`config.mk`:
```
export PLATFORM = sky130hd
export DESIGN_NAME = fir_out_fifo
export DESIGN_NICKNAME = d
export VERILOG_FILES = /design/src/rtl/fir_out_fifo.sv
export SDC_FILE = /design/constraint.sdc
export NUM_CORES = 1
export LEC_CHECK = 0
export BUFFER_PORTS_ARGS = -buffer_cell sky130_fd_sc_hd__buf_2
export CORE_MARGIN = 10
export CORE_UTILIZATION = 55
export DETAILED_ROUTE_END_ITERATION = 16
export PLACE_DENSITY = 0.75
export SETUP_SLACK_MARGIN = 0.05
export SYNTH_ARGS = -nofsm -noshare
export SYNTH_HDL_FRONTEND = slang
export SYNTH_SLANG_ARGS = --single-unit
```
`constraint.sdc`:
```
create_clock -name clk -period 3 [get_ports clk]
set_input_delay 0.15 -clock clk [delete_from_list [all_inputs] [get_ports clk]]
set_output_delay 0.15 -clock clk [all_outputs]
set_load 0.02 [all_outputs]
```
`src/rtl/fir_out_fifo.sv`:
```
// Output buffer for FIR samples: circular FIFO with a sign-extended, registered read port,
// plus level/full/empty status and sticky overflow/underflow flags.
module fir_out_fifo #(
  parameter int OUT_SIZE = 21,
  parameter int DWIDTH   = 32,
  parameter int DEPTH    = 16
) (
  input  logic                       clk,
  input  logic                       rst,
  input  logic                       clear,
  input  logic                       in_valid,
  input  logic [OUT_SIZE-1:0]        in_data,
  input  logic                       rd_en,
  output logic [DWIDTH-1:0]          rd_data,
  output logic                       rd_valid,
  output logic                       empty,
  output logic                       full,
  output logic [$clog2(DEPTH):0]     level,
  output logic                       overflow,
  output logic                       underflow
);

  localparam int AW = $clog2(DEPTH);
  localparam int LW = AW + 1;

  logic [OUT_SIZE-1:0] mem [DEPTH];

  logic [AW-1:0]     wp_reg, wp_next, rp_reg, rp_next;
  logic [LW-1:0]     level_reg, level_next;
  logic              empty_reg, empty_next, full_reg, full_next;
  logic              overflow_reg, overflow_next, underflow_reg, underflow_next;
  logic              rd_valid_reg, rd_valid_next;
  logic [DWIDTH-1:0] rd_data_reg, rd_data_next;

  logic              wr_acc, rd_acc;
  logic [OUT_SIZE-1:0] rd_word;
  logic [DWIDTH-1:0] rd_ext;

  assign rd_word = mem[rp_reg];

  generate
    if (DWIDTH > OUT_SIZE) begin : g_sext
      assign rd_ext = {{(DWIDTH-OUT_SIZE){rd_word[OUT_SIZE-1]}}, rd_word};
    end else begin : g_nosext
      assign rd_ext = rd_word;
    end
  endgenerate

  // A read frees a slot in the same cycle, so a full FIFO can still accept a write.
  always_comb begin
    rd_acc         = 1'b0;
    wr_acc         = 1'b0;
    wp_next        = wp_reg;
    rp_next        = rp_reg;
    level_next     = level_reg;
    overflow_next  = overflow_reg;
    underflow_next = underflow_reg;
    rd_valid_next  = 1'b0;
    rd_data_next   = rd_data_reg;

    if (clear) begin
      wp_next        = '0;
      rp_next        = '0;
      level_next     = '0;
      overflow_next  = 1'b0;
      underflow_next = 1'b0;
    end else begin
      rd_acc = rd_en && !empty_reg;
      wr_acc = in_valid && (!full_reg || rd_acc);

      if (in_valid && !wr_acc) overflow_next = 1'b1;
      if (rd_en && empty_reg)  underflow_next = 1'b1;

      if (wr_acc) wp_next = wp_reg + AW'(1);
      if (rd_acc) begin
        rp_next       = rp_reg + AW'(1);
        rd_valid_next = 1'b1;
        rd_data_next  = rd_ext;
      end

      case ({wr_acc, rd_acc})
        2'b10:   level_next = level_reg + LW'(1);
        2'b01:   level_next = level_reg - LW'(1);
        default: level_next = level_reg;
      endcase
    end

    empty_next = (level_next == '0);
    full_next  = (level_next == LW'(DEPTH));
  end

  // Storage has no reset so it can map onto block RAM.
  always_ff @(posedge clk) begin
    if (wr_acc) mem[wp_reg] <= in_data;
  end

  always_ff @(posedge clk or posedge rst) begin
    if (rst) begin
      wp_reg        <= '0;
      rp_reg        <= '0;
      level_reg     <= '0;
      empty_reg     <= 1'b1;
      full_reg      <= 1'b0;
      overflow_reg  <= 1'b0;
      underflow_reg <= 1'b0;
      rd_valid_reg  <= 1'b0;
      rd_data_reg   <= '0;
    end else begin
      wp_reg        <= wp_next;
      rp_reg        <= rp_next;
      level_reg     <= level_next;
      empty_reg     <= empty_next;
      full_reg      <= full_next;
      overflow_reg  <= overflow_next;
      underflow_reg <= underflow_next;
      rd_valid_reg  <= rd_valid_next;
      rd_data_reg   <= rd_data_next;
    end
  end

  assign rd_data   = rd_data_reg;
  assign rd_valid  = rd_valid_reg;
  assign empty     = empty_reg;
  assign full      = full_reg;
  assign level     = level_reg;
  assign overflow  = overflow_reg;
  assign underflow = underflow_reg;

endmodule

```
==> results of run 1 <==
## through the flow
stage | hold slack [ns] | total power (W)
CTS | 0.00644 | 0.0128
detailed placement | 0.288 | 0.00806
floorplan | 0.249 | 0.00757
finish | 0.0286 | 0.0128
global placement | 0.274 | 0.00800
global route | 0.0242 | 0.0132
## timing repair
item,CTS,global route
setup buffers,0,2
hold endpoints to repair,24,0
endpoints found under the setup margin,0,1
gates resized for setup,0,3
hold buffers,3,0
## layout make-up
class	count	share of cell area, %
antenna	1	0.0149
clock buffer	47	6.23
clock inverter	22	1.37
inverter	7	0.156
multi-input combinational	264	19.9
sequential	375	65.8
tap	335	2.49
timing repair buffer	107	4.12
## how the worst min path moves through the flow
stage                      startpoint  slack (ns)          end
after global routing      in_data[11]        0.02   mem[1][11]
after CTS                  in_data[7]       0.006    mem[2][7]
after floorplan            in_data[0]        0.25    mem[0][0]
final                      in_data[2]        0.03    mem[3][2]
after detailed placement          rst        0.29  rd_data[20]
after global placement            rst        0.27  rd_data[20]
## where the power goes
group          internal, W  total [W]  switching [W]
Combinational     0.000843    0.00187        0.00103
Clock              0.00285    0.00478        0.00194
Sequential         0.00590    0.00610       0.000197
## layer usage
metal,global-route usage [%],part of all wire (%)
met5,0,0
met4,6.23,2.3
met3,3.75,8.0
met2,30.4,49
met1,25.1,40
## critical path: stages (launching register included)
cell and delay (ns):
dfstp_2 0.53, nand2b_1 0.21, inv_1 0.19, ha_2 0.27, xor2_1 0.17, ha_1 0.23, a21oi_1 0.17, mux2i_1 0.26
xor2_1 0.26, nand2_1 0.10, nor4b_1 0.25
## cells by family after synthesis
| family | Yosys count | synth area share (%) |
|---|---|---|
| flip-flops | 375 | 75.3 |
| AND/OR/NAND/NOR | 82 | 2.52 |
| XOR/XNOR | 11 | 0.655 |
| AO/OA/AOI/OAI | 35 | 2.05 |
| buffers and inverters | 59 | 2.44 |
| multiplexers | 128 | 16.4 |
| adder cells (fa/ha/maj) | 8 | 0.681 |
## layout by cell type (no fill, tap or decap), drive strengths merged, types with 7 or more instances in the layout
master,synthesis,layout
ha,8,8
xor2,7,7
clkinv,0,13
nor3,27,27
nand2,13,13
nor2,31,31
dfrtp,38,38
buf,27,104
edfxtp,336,336
a221o,21,21
mux2,21,21
clkbuf,25,47
mux4,84,84
mux2i,23,23
==> impl_metrics.tcl, run 1 <==
set metrics [dict create \
    worstPathRequired_ns 3.41 \
    ff_latch_area_mm2 0.0111 \
    cts_tree "built" \
    setup_ws_ns 0.258 \
    drtIter0Drc 756 \
    root_buffer "clkbuf_16" \
    routed_via_density 6.30 \
    h-tree-depth 2 \
    numCtsBuffers 38 \
    worst_r2r_path_depth 10 \
    synth_top_area_share_pct 68.6 \
    hold_viol 0 \
    worstSetupEndpoint "full" \
    instances_no_fill 1158 \
    tns_ns 0 \
    cellPowerDensity_mw_per_mm2 757 \
    yosys_warnings 0 \
    ys_seq_area_share_pct 75.3 \
    grt_max_degree 44 \
    slew_headroom_pct 35.4 \
    die_y_um 183 \
    dr.pass1.iters 5 \
    ir_drop_uv 386 \
    core_area_mm2 0.0262 \
    clock_skew_ns 0.0123 \
    cp-end-kind "flop" \
    yosys-top-cells-count "edfxtp_1 (336), mux4_2 (72), dfrtp_1 (38)" \
    synth_edf_count 336 \
    syn_inst 698 \
    synth_top_cell_by_area "edfxtp_1" \
    fillerInstances 1629 \
    postPlaceCellArea_mm2 0.0155 \
    track_usage_pct 18.7 \
    r2r_slack_ns 0.26 \
    cp-start-kind "flop" \
    rsz0062_at_grt "false" \
    clockBufferDepth 3 \
    grt_pass1_wl_um 47700 \
    avgSynthCellArea_um2 21.1 \
    critPathLaunch "empty" \
    crit_fanout 8 \
    arrival_ns 3.15 \
    area_growth_pct 14.6 \
    largest_register_ffs 336 \
    clkTransAtPathRegs_ns 0.07 \
    vias 7292 \
    tightest_slew_ns 0.964 \
    r2r_end "full" \
    holdPathStages 1 \
    rows 59 \
    maxCapViolCount 0 \
    synth_area_leaders "edfxtp_1 (69%), mux4_2 (11%), dfrtp_1 (6.5%)" \
    final_util_pct 64.3 \
    pre_cts_slack_ns 0.171 \
    ys_ff_latch 375 \
    synth.most_common_cell "edfxtp_1" \
    slew_violations 0 \
    synthFlopType "edfxtp_1" \
    final_nets 827 \
    status "finished clean" \
    place_hpwl_um 18600 \
    wirelength_um 31200 \
    ant_nets 0 \
    antenna_found_initial 1 \
    crit_type "flop to flop" \
    insertion_delay_ns 0.52 \
    fmax_mhz 365 \
    cts_sinks 375 \
    ys_async_sr_fraction_pct 10.4 \
    dieWidth_um 183 \
    post-route-period-util_pct 91.4 \
    min_period_ns 2.74 \
    hp-class "input port to flop" \
    multi_input_area_mm2 0.00334 \
    placed_cells 1083 \
    gp_congestion 0.849 \
    final_layout_size_suffix_gt1_share_pct 33.9 \
    setup_violations 0 \
    die-area_mm2 0.0337 \
    port_buffers 67 \
    syn_area_mm2 0.0147 \
    wl_per_cell_um 26.9 \
    initial_core_util_pct 56.1 \
    route.detailed.drc 0 \
    grt_pass1_vias 7715 \
    r2r-start "empty" \
    netlist-cell-type-count 34 \
    leakage_nw 5.58 \
    grt_remaining_overflow 0 \
    syn_nets 732 \
    fin_area_mm2 0.0168 \
    io_pins 68 \
]
Note: power is estimated with default switching activity, not from simulation.
==> inputs of run 2 (changes only) <==
--- a/config.mk
+++ b/config.mk
@@ -5,6 +5,7 @@
 export SDC_FILE = /design/constraint.sdc
 export NUM_CORES = 1
 export LEC_CHECK = 0
+export ABC_AREA = 1
 export BUFFER_PORTS_ARGS = -buffer_cell sky130_fd_sc_hd__buf_2
 export CORE_MARGIN = 10
 export CORE_UTILIZATION = 55
==> run 2 against run 1 <==
Compared with the run above:
- hold slack got worse by 0.023 ns
- fmax up 8.8%
- critical path type unchanged
- cell count rose by 52%
- power is 3.8% higher
- routed wire length up 17%
- count of clock-buffer cells in the layout is the same
- area after synthesis is 3.9% higher
- design area up 3.0%
- critical path depth is 3 higher
- via count rose by 39%
- sequential share of layout area down 1.9 points
==> impl_metrics.tcl, run 2 <==
set metrics [dict create \
    status "finished clean" \
    ff_latch_area_mm2 0.0111 \
    crit_type "flop to flop" \
    numCtsBuffers 38 \
    io_pins 68 \
    min_period_ns 2.52 \
    h-tree-depth 2 \
    routed_via_density 5.76 \
    fin_area_mm2 0.0173 \
    antenna_found_initial 0 \
    synthFlopType "edfxtp_1" \
    final_nets 1397 \
    root_buffer "clkbuf_16" \
    crit_top_cell "nor2_1" \
    largest_register_ffs 336 \
    cts_resized 0 \
    wl_per_cell_um 20.7 \
    syn_area_mm2 0.0153 \
    synth_xor_area_share_pct 0.115 \
    rsz0062_at_grt "false" \
    crit_fanout 6 \
    synth_top_family_by_area "simple AND/OR/NAND/NOR gates" \
    slew_headroom_pct 26.0 \
    initial_core_util_pct 56.3 \
    core_area_mm2 0.0271 \
    grt_pass1_vias 10000 \
    avgSynthCellArea_um2 11.8 \
    slew_violations 0 \
    yosys_warnings 0 \
    syn_inst 1290 \
    cellPowerDensity_mw_per_mm2 764 \
    die-area_mm2 0.0348 \
    cts_sinks 375 \
    hold_viol 0 \
    yosys-top-cells-count "nand2_1 (436), edfxtp_1 (336), nand3_1 (260)" \
    leakage_nw 6.57 \
    ys_async_sr_fraction_pct 10.4 \
    insertion_delay_ns 0.52 \
    maxCapViolCount 0 \
    synth_top_cell_by_area "edfxtp_1" \
    route.detailed.drc 0 \
    multi_input_area_mm2 0.00369 \
    ys_ff_latch 375 \
    dr.pass1.iters 8 \
    ys_seq_area_share_pct 72.5 \
    clockBufferDepth 3 \
    vias 10200 \
    hp-class "input port to flop" \
    gp_congestion 0.883 \
    post-route-period-util_pct 84.0 \
    ir_drop_uv 636 \
    place_hpwl_um 20500 \
    synth-compound-area-share_pct 2.61 \
    tightest_slew_ns 1.11 \
    drtIter0Drc 1311 \
    grt_max_degree 105 \
    layout_common_cells "nand2_1 (436), edfxtp_1 (336), nand3_1 (260)" \
    final_layout_size_suffix_gt1_share_pct 14.3 \
    ant_nets 0 \
    clock_skew_ns 0.0176 \
    grt_remaining_overflow 0 \
    synth-simple-area-share_pct 20.4 \
    synth_adder_area_share_pct 0.656 \
    port_buffers 67 \
    cts_tree "built" \
    dieWidth_um 187 \
    tns_ns 0 \
    layout_commonest_cell "nand2_1" \
    antenna_cells 0 \
    setup_violations 0 \
    fillerInstances 2017 \
    die_y_um 187 \
    hold_buffers 7 \
    area_growth_pct 13.6 \
    synth_top_area_share_pct 66.1 \
    arrival_ns 2.96 \
    syn_nets 1324 \
    cp-end-kind "flop" \
    worstPathRequired_ns 3.44 \
    postCtsSetupRepairBufs 0 \
    synthMuxAreaShare_pct 0 \
    path_cells "nor2_2, inv_2, nand2_1, nand2_2, ha_1, nor2_1, nor2_1, ha_1, o21ai_0, o21ai_0, a21oi_1, nand2_1, nor2_1" \
    cp-start-kind "flop" \
    clkTransAtPathRegs_ns 0.06 \
    synth_edf_count 336 \
    fmax_mhz 397 \
    postPlaceCellArea_mm2 0.0160 \
    synth_area_leaders "edfxtp_1 (66%), nand2_1 (11%), nand3_1 (8.5%)" \
    track_usage_pct 20.4 \
    cpMaxStageDelayCell "dfstp_2" \
    synth.most_common_cell "nand2_1" \
    netlist-cell-type-count 25 \
    grt_pass1_wl_um 56500 \
    rows 60 \
    wirelength_um 36500 \
    cpPeakStageDelay_ns 0.54 \
]
-- run 2: cell types whose count changed in the layout (fill, tap and decap cells not counted), sizes merged, moves of 6 or more --
cell / previous run / this run
nand2: 13 / 437
nor3: 27 / 9
mux2i: 23 / 0
mux2: 21 / 0
a2bb2oi: 0 / 21
xor2: 7 / 0
nor2: 31 / 23
mux4: 84 / 0
nand3: 1 / 260
a221o: 21 / 0
buf: 104 / 110
o21ai: 1 / 13
a21oi: 6 / 30
inv: 6 / 27
-- run 2: area by class of cell --
cell class	count	share of cell area [%]
flip-flops and latches	375	63.8
repair buffers	117	4.56
well taps	372	2.68
inverters	27	0.599
clock buffers	47	6.10
clock inverters	23	0.952
multi-input cells	804	21.3
-- run 2: final timing paths --
kind / slack [ns] / depth (start not counted) / from / to
max: 0.48 / 13 / empty / full
min: 0.006 / 1 / in_data[18] / mem[0][18]
max reg2reg: 0.48 / 13 / empty / full
min reg2reg: 0.50 / 2 / underflow / underflow
max in group asynchronous: 2.11 / 4 / rst / rp_reg[0]
min in group asynchronous: 0.24 / 3 / rst / rd_data[2]
-- run 2: through the flow --
stage | instances | setup slack, ns | hold WS, ns | total power [W] | util [%]
2_1_floorplan | 1290 | 0.00691 | 0.249 | 0.00802 | -
3_3_place_gp | 1688 | 0.681 | 0.225 | 0.00867 | 59.2
3_5_place_dp | 1688 | 0.514 | 0.240 | 0.00872 | 59.2
4_1_cts | 1765 | 0.490 | 0.000412 | 0.0133 | 64.0
5_1_grt | 1765 | 0.164 | 0.0120 | 0.0138 | 64.0
6_report | 1765 | 0.480 | 0.00610 | 0.0132 | 64.0
-- run 2: logic make-up after synthesis --
family,count (synthesis)
and+or+nand+nor,730
xor gates and xnor gates,2
adders and majority gates,8
DFF,375
buffers and inverters,111
AOI/OAI and AO/OA,64
-- run 2: routing by layer --
| metal | wire length, µm | vias up | global-route usage (%) |
|---|---|---|---|
| li1 | - | 4661 | - |
| met1 | 14700 | 4882 | 26.7 |
| met2 | 17200 | 534 | 33.0 |
| met3 | 3390 | 94 | 3.93 |
| met4 | 1140 | 0 | 8.00 |
| met5 | 0 | - | 0 |
-- run 2: critical path: cells and delay by family, from the launching register on --
kind | cells | cell delay (ns)
simple gates | 7 | 0.76
buf+inv | 1 | 0.12
fa+ha+maj | 2 | 0.57
compound gates | 3 | 0.45
flops | 1 | 0.54
-- run 2: power breakdown --
part | internal (W) | leakage (nW) | switching (W) | total, W
combinational | 0.000796 | 2.48 | 0.00173 | 0.00253
sequential | 0.00592 | 3.49 | 0.000200 | 0.00612
clock | 0.00268 | 0.603 | 0.00191 | 0.00459
total | 0.00940 | 6.57 | 0.00385 | 0.0132
==> inputs of run 3 (changes only) <==
--- a/config.mk
+++ b/config.mk
@@ -5,12 +5,12 @@
 export SDC_FILE = /design/constraint.sdc
 export NUM_CORES = 1
 export LEC_CHECK = 0
-export ABC_AREA = 1
+export ABC_AREA = 0
 export BUFFER_PORTS_ARGS = -buffer_cell sky130_fd_sc_hd__buf_2
 export CORE_MARGIN = 10
-export CORE_UTILIZATION = 55
+export CORE_UTILIZATION = 61
 export DETAILED_ROUTE_END_ITERATION = 16
-export PLACE_DENSITY = 0.75
+export PLACE_DENSITY = 0.79
 export SETUP_SLACK_MARGIN = 0.05
 export SYNTH_ARGS = -nofsm -noshare
 export SYNTH_HDL_FRONTEND = slang
==> constraint.sdc (replaced) <==
create_clock -name clk -period 2.5 [get_ports clk]
set_input_delay 0.125 -clock clk [delete_from_list [all_inputs] [get_ports clk]]
set_output_delay 0.125 -clock clk [all_outputs]
set_load 0.02 [all_outputs]
==> run 3 against run 2 <==
Compared with the run above:
- highest routed layer unchanged
- critical path depth shrank 1
- utilization up 9.1 points
- sequential share of layout area up 0.33 points
- the run now ends with negative setup slack left
- design area fell by 0.49%
- largest cell class unchanged
- via count decreased by 26%
- clock skew down 0.0078 ns
- first-iteration DRC count shrank 26%
==> impl_metrics.tcl, run 3 (same netlist as run 1, synthesis figures left out) <==
set metrics [dict create \
    status "finished with violations" \
    layout_common_cells "edfxtp_1 (336), mux4_2 (72), buf_2 (67)" \
    initial_core_util_pct 62.2 \
    pre_cts_slack_ns -0.190 \
    cpPeakStageDelay_ns 0.38 \
    maxCapViolCount 0 \
    final_util_pct 73.1 \
    core_area_mm2 0.0236 \
    tightest_slew_ns 0.745 \
    insertion_delay_ns 0.53 \
    path_buf_inv 3 \
    h-tree-depth 2 \
    leakage_nw 5.68 \
    drtIter0Drc 975 \
    dr.pass1.iters 8 \
    rsz0062_at_grt "true" \
    layout_commonest_cell "edfxtp_1" \
    clock_skew_ns 0.00981 \
    dieWidth_um 175 \
    cpMaxStageDelayCell "dfstp_2" \
    min_period_ns 2.51 \
    ir_drop_uv 586 \
    routed_via_density 6.47 \
    cts_tree "built" \
    slew_headroom_pct 50.0 \
    root_buffer "clkbuf_16" \
    place_hpwl_um 17300 \
    p_switching_w 0.00378 \
    numCtsBuffers 38 \
    crit_type "flop to flop" \
    p_comb_share_pct 15.8 \
    p_clk_share_pct 35.0 \
    wirelength_um 33100 \
    fmax_mhz 398 \
    final_layout_size_suffix_gt1_share_pct 33.5 \
    grt_pass1_wl_um 49700 \
    grt_pass1_vias 7855 \
    postPlaceCellArea_mm2 0.0157 \
    cp-end-kind "flop" \
    fin_area_mm2 0.0173 \
    hold_viol 0 \
    vias 7541 \
    track_usage_pct 21.7 \
    fillerInstances 1281 \
    clockBufferDepth 3 \
    setup_ws_ns -0.0104 \
    tns_ns -0.0104 \
    antenna_found_initial 2 \
    die-area_mm2 0.0307 \
    switching_share_pct 25.2 \
    route.detailed.drc 0 \
    failed_checks "negative setup slack" \
    post-route-period-util_pct 100 \
    cpLargestDelayFamily "compound AO/OA/AOI/OAI gates" \
    rows 56 \
    largest_register_ffs 336 \
    worst_r2r_path_depth 12 \
    cellPowerDensity_mw_per_mm2 869 \
    setup_violations 1 \
    wl_per_cell_um 28.4 \
    slew_violations 0 \
    worstPathRequired_ns 2.97 \
    port_buffers 67 \
    cts_sinks 375 \
    gp_congestion 0.767 \
    arrival_ns 2.98 \
    cp-start-kind "flop" \
    hp-class "input port to async pin" \
    pwr-share-seq_pct 49.2 \
    final_nets 851 \
    crit_fanout 4 \
    p_int_w 0.0112 \
    io_pins 68 \
    path_cells "nand2b_4, a21boi_4, inv_2, ha_4, xor2_1, ha_2, a21oi_4, mux2i_2, xor2_1, buf_4, buf_4, a41o_1" \
    ant_nets 0 \
    die_y_um 175 \
    grt_max_degree 45 \
    cp_num_cells 12 \
    clkTransAtPathRegs_ns 0.06 \
    area_growth_pct 17.4 \
    grt_remaining_overflow 0 \
]
run 3: changes by cell type in the layout (fill, tap and decap cells not counted), moves of 19 or more:
cell and change:
nand2_1 -423, nand3_1 -259, mux4_2 +72, a21oi_1 -26, buf_4 -24, mux2i_1 +22
nor3_1 +22, a221o_1 +21, a2bb2oi_1 -21, mux2_2 +21, dlygate4sd3_1 +19
run 3: metrics by stage:
step                hold slack (ns)  power [W]  cells
detailed placement            0.158    0.00973   1061
global route                  0.199     0.0155   1164
floorplan                     0.224    0.00910    698
finish                        0.178     0.0150   1165
CTS                           0.177     0.0150   1159
global placement              0.155    0.00964   1061
run 3: power by group through the flow:
stage | sequential [W] | clock, W | combinational (W)
after floorplan | 0.00759 | 0 | 0.00151
after global placement | 0.00747 | 0 | 0.00216
after detailed placement | 0.00749 | 0 | 0.00224
after CTS | 0.00736 | 0.00532 | 0.00234
after global routing | 0.00740 | 0.00554 | 0.00253
final | 0.00738 | 0.00525 | 0.00236
run 3: worst min-delay path, cell delays in order:
cell           delay, ns
dlygate4sd3_1       0.53
buf_2               0.12
clkinv_1            0.39
run 3: final cells by class:
cell class | instances | area (µm²) | share of cell area [%]
diodes | 2 | 5.00 | 0.0290
clock buffers | 56 | 1090 | 6.31
clock inverters | 11 | 62.6 | 0.363
inverters | 7 | 28.8 | 0.167
multi-input cells | 264 | 3420 | 19.8
flip-flops and latches | 375 | 11100 | 64.2
well taps | 319 | 399 | 2.31
repair buffers | 131 | 1170 | 6.79
run 3: final timing paths:
kind	startpoint	end	slack, ns
max in group asynchronous	rst	empty	1.49
min reg2reg	rd_data[2]	rd_data[2]	0.52
max reg2reg	empty	empty	-0.01
min in group clk	rd_en	underflow	0.45
max	empty	empty	-0.01
min	rst	rd_data[14]	0.18
run 3: per-layer routing:
layer | track usage, % | vias to the layer above | part of all wire (%)
met5 | 0 | - | 0
met1 | 28.7 | 3944 | 38
met2 | 35.1 | 434 | 50
met4 | 7.67 | 0 | 2.5
li1 | - | 3099 | -
met3 | 4.79 | 64 | 9.1
run 3: what timing repair did:
action / 4_1_cts / 5_1_grt
gates resized for setup: 4 / 8
endpoints found under the hold margin: 357 / 0
pin swaps: 3 / 6
setup buffers: 5 / 4
hold buffers: 26 / 0
setup endpoints to repair: 2 / 4
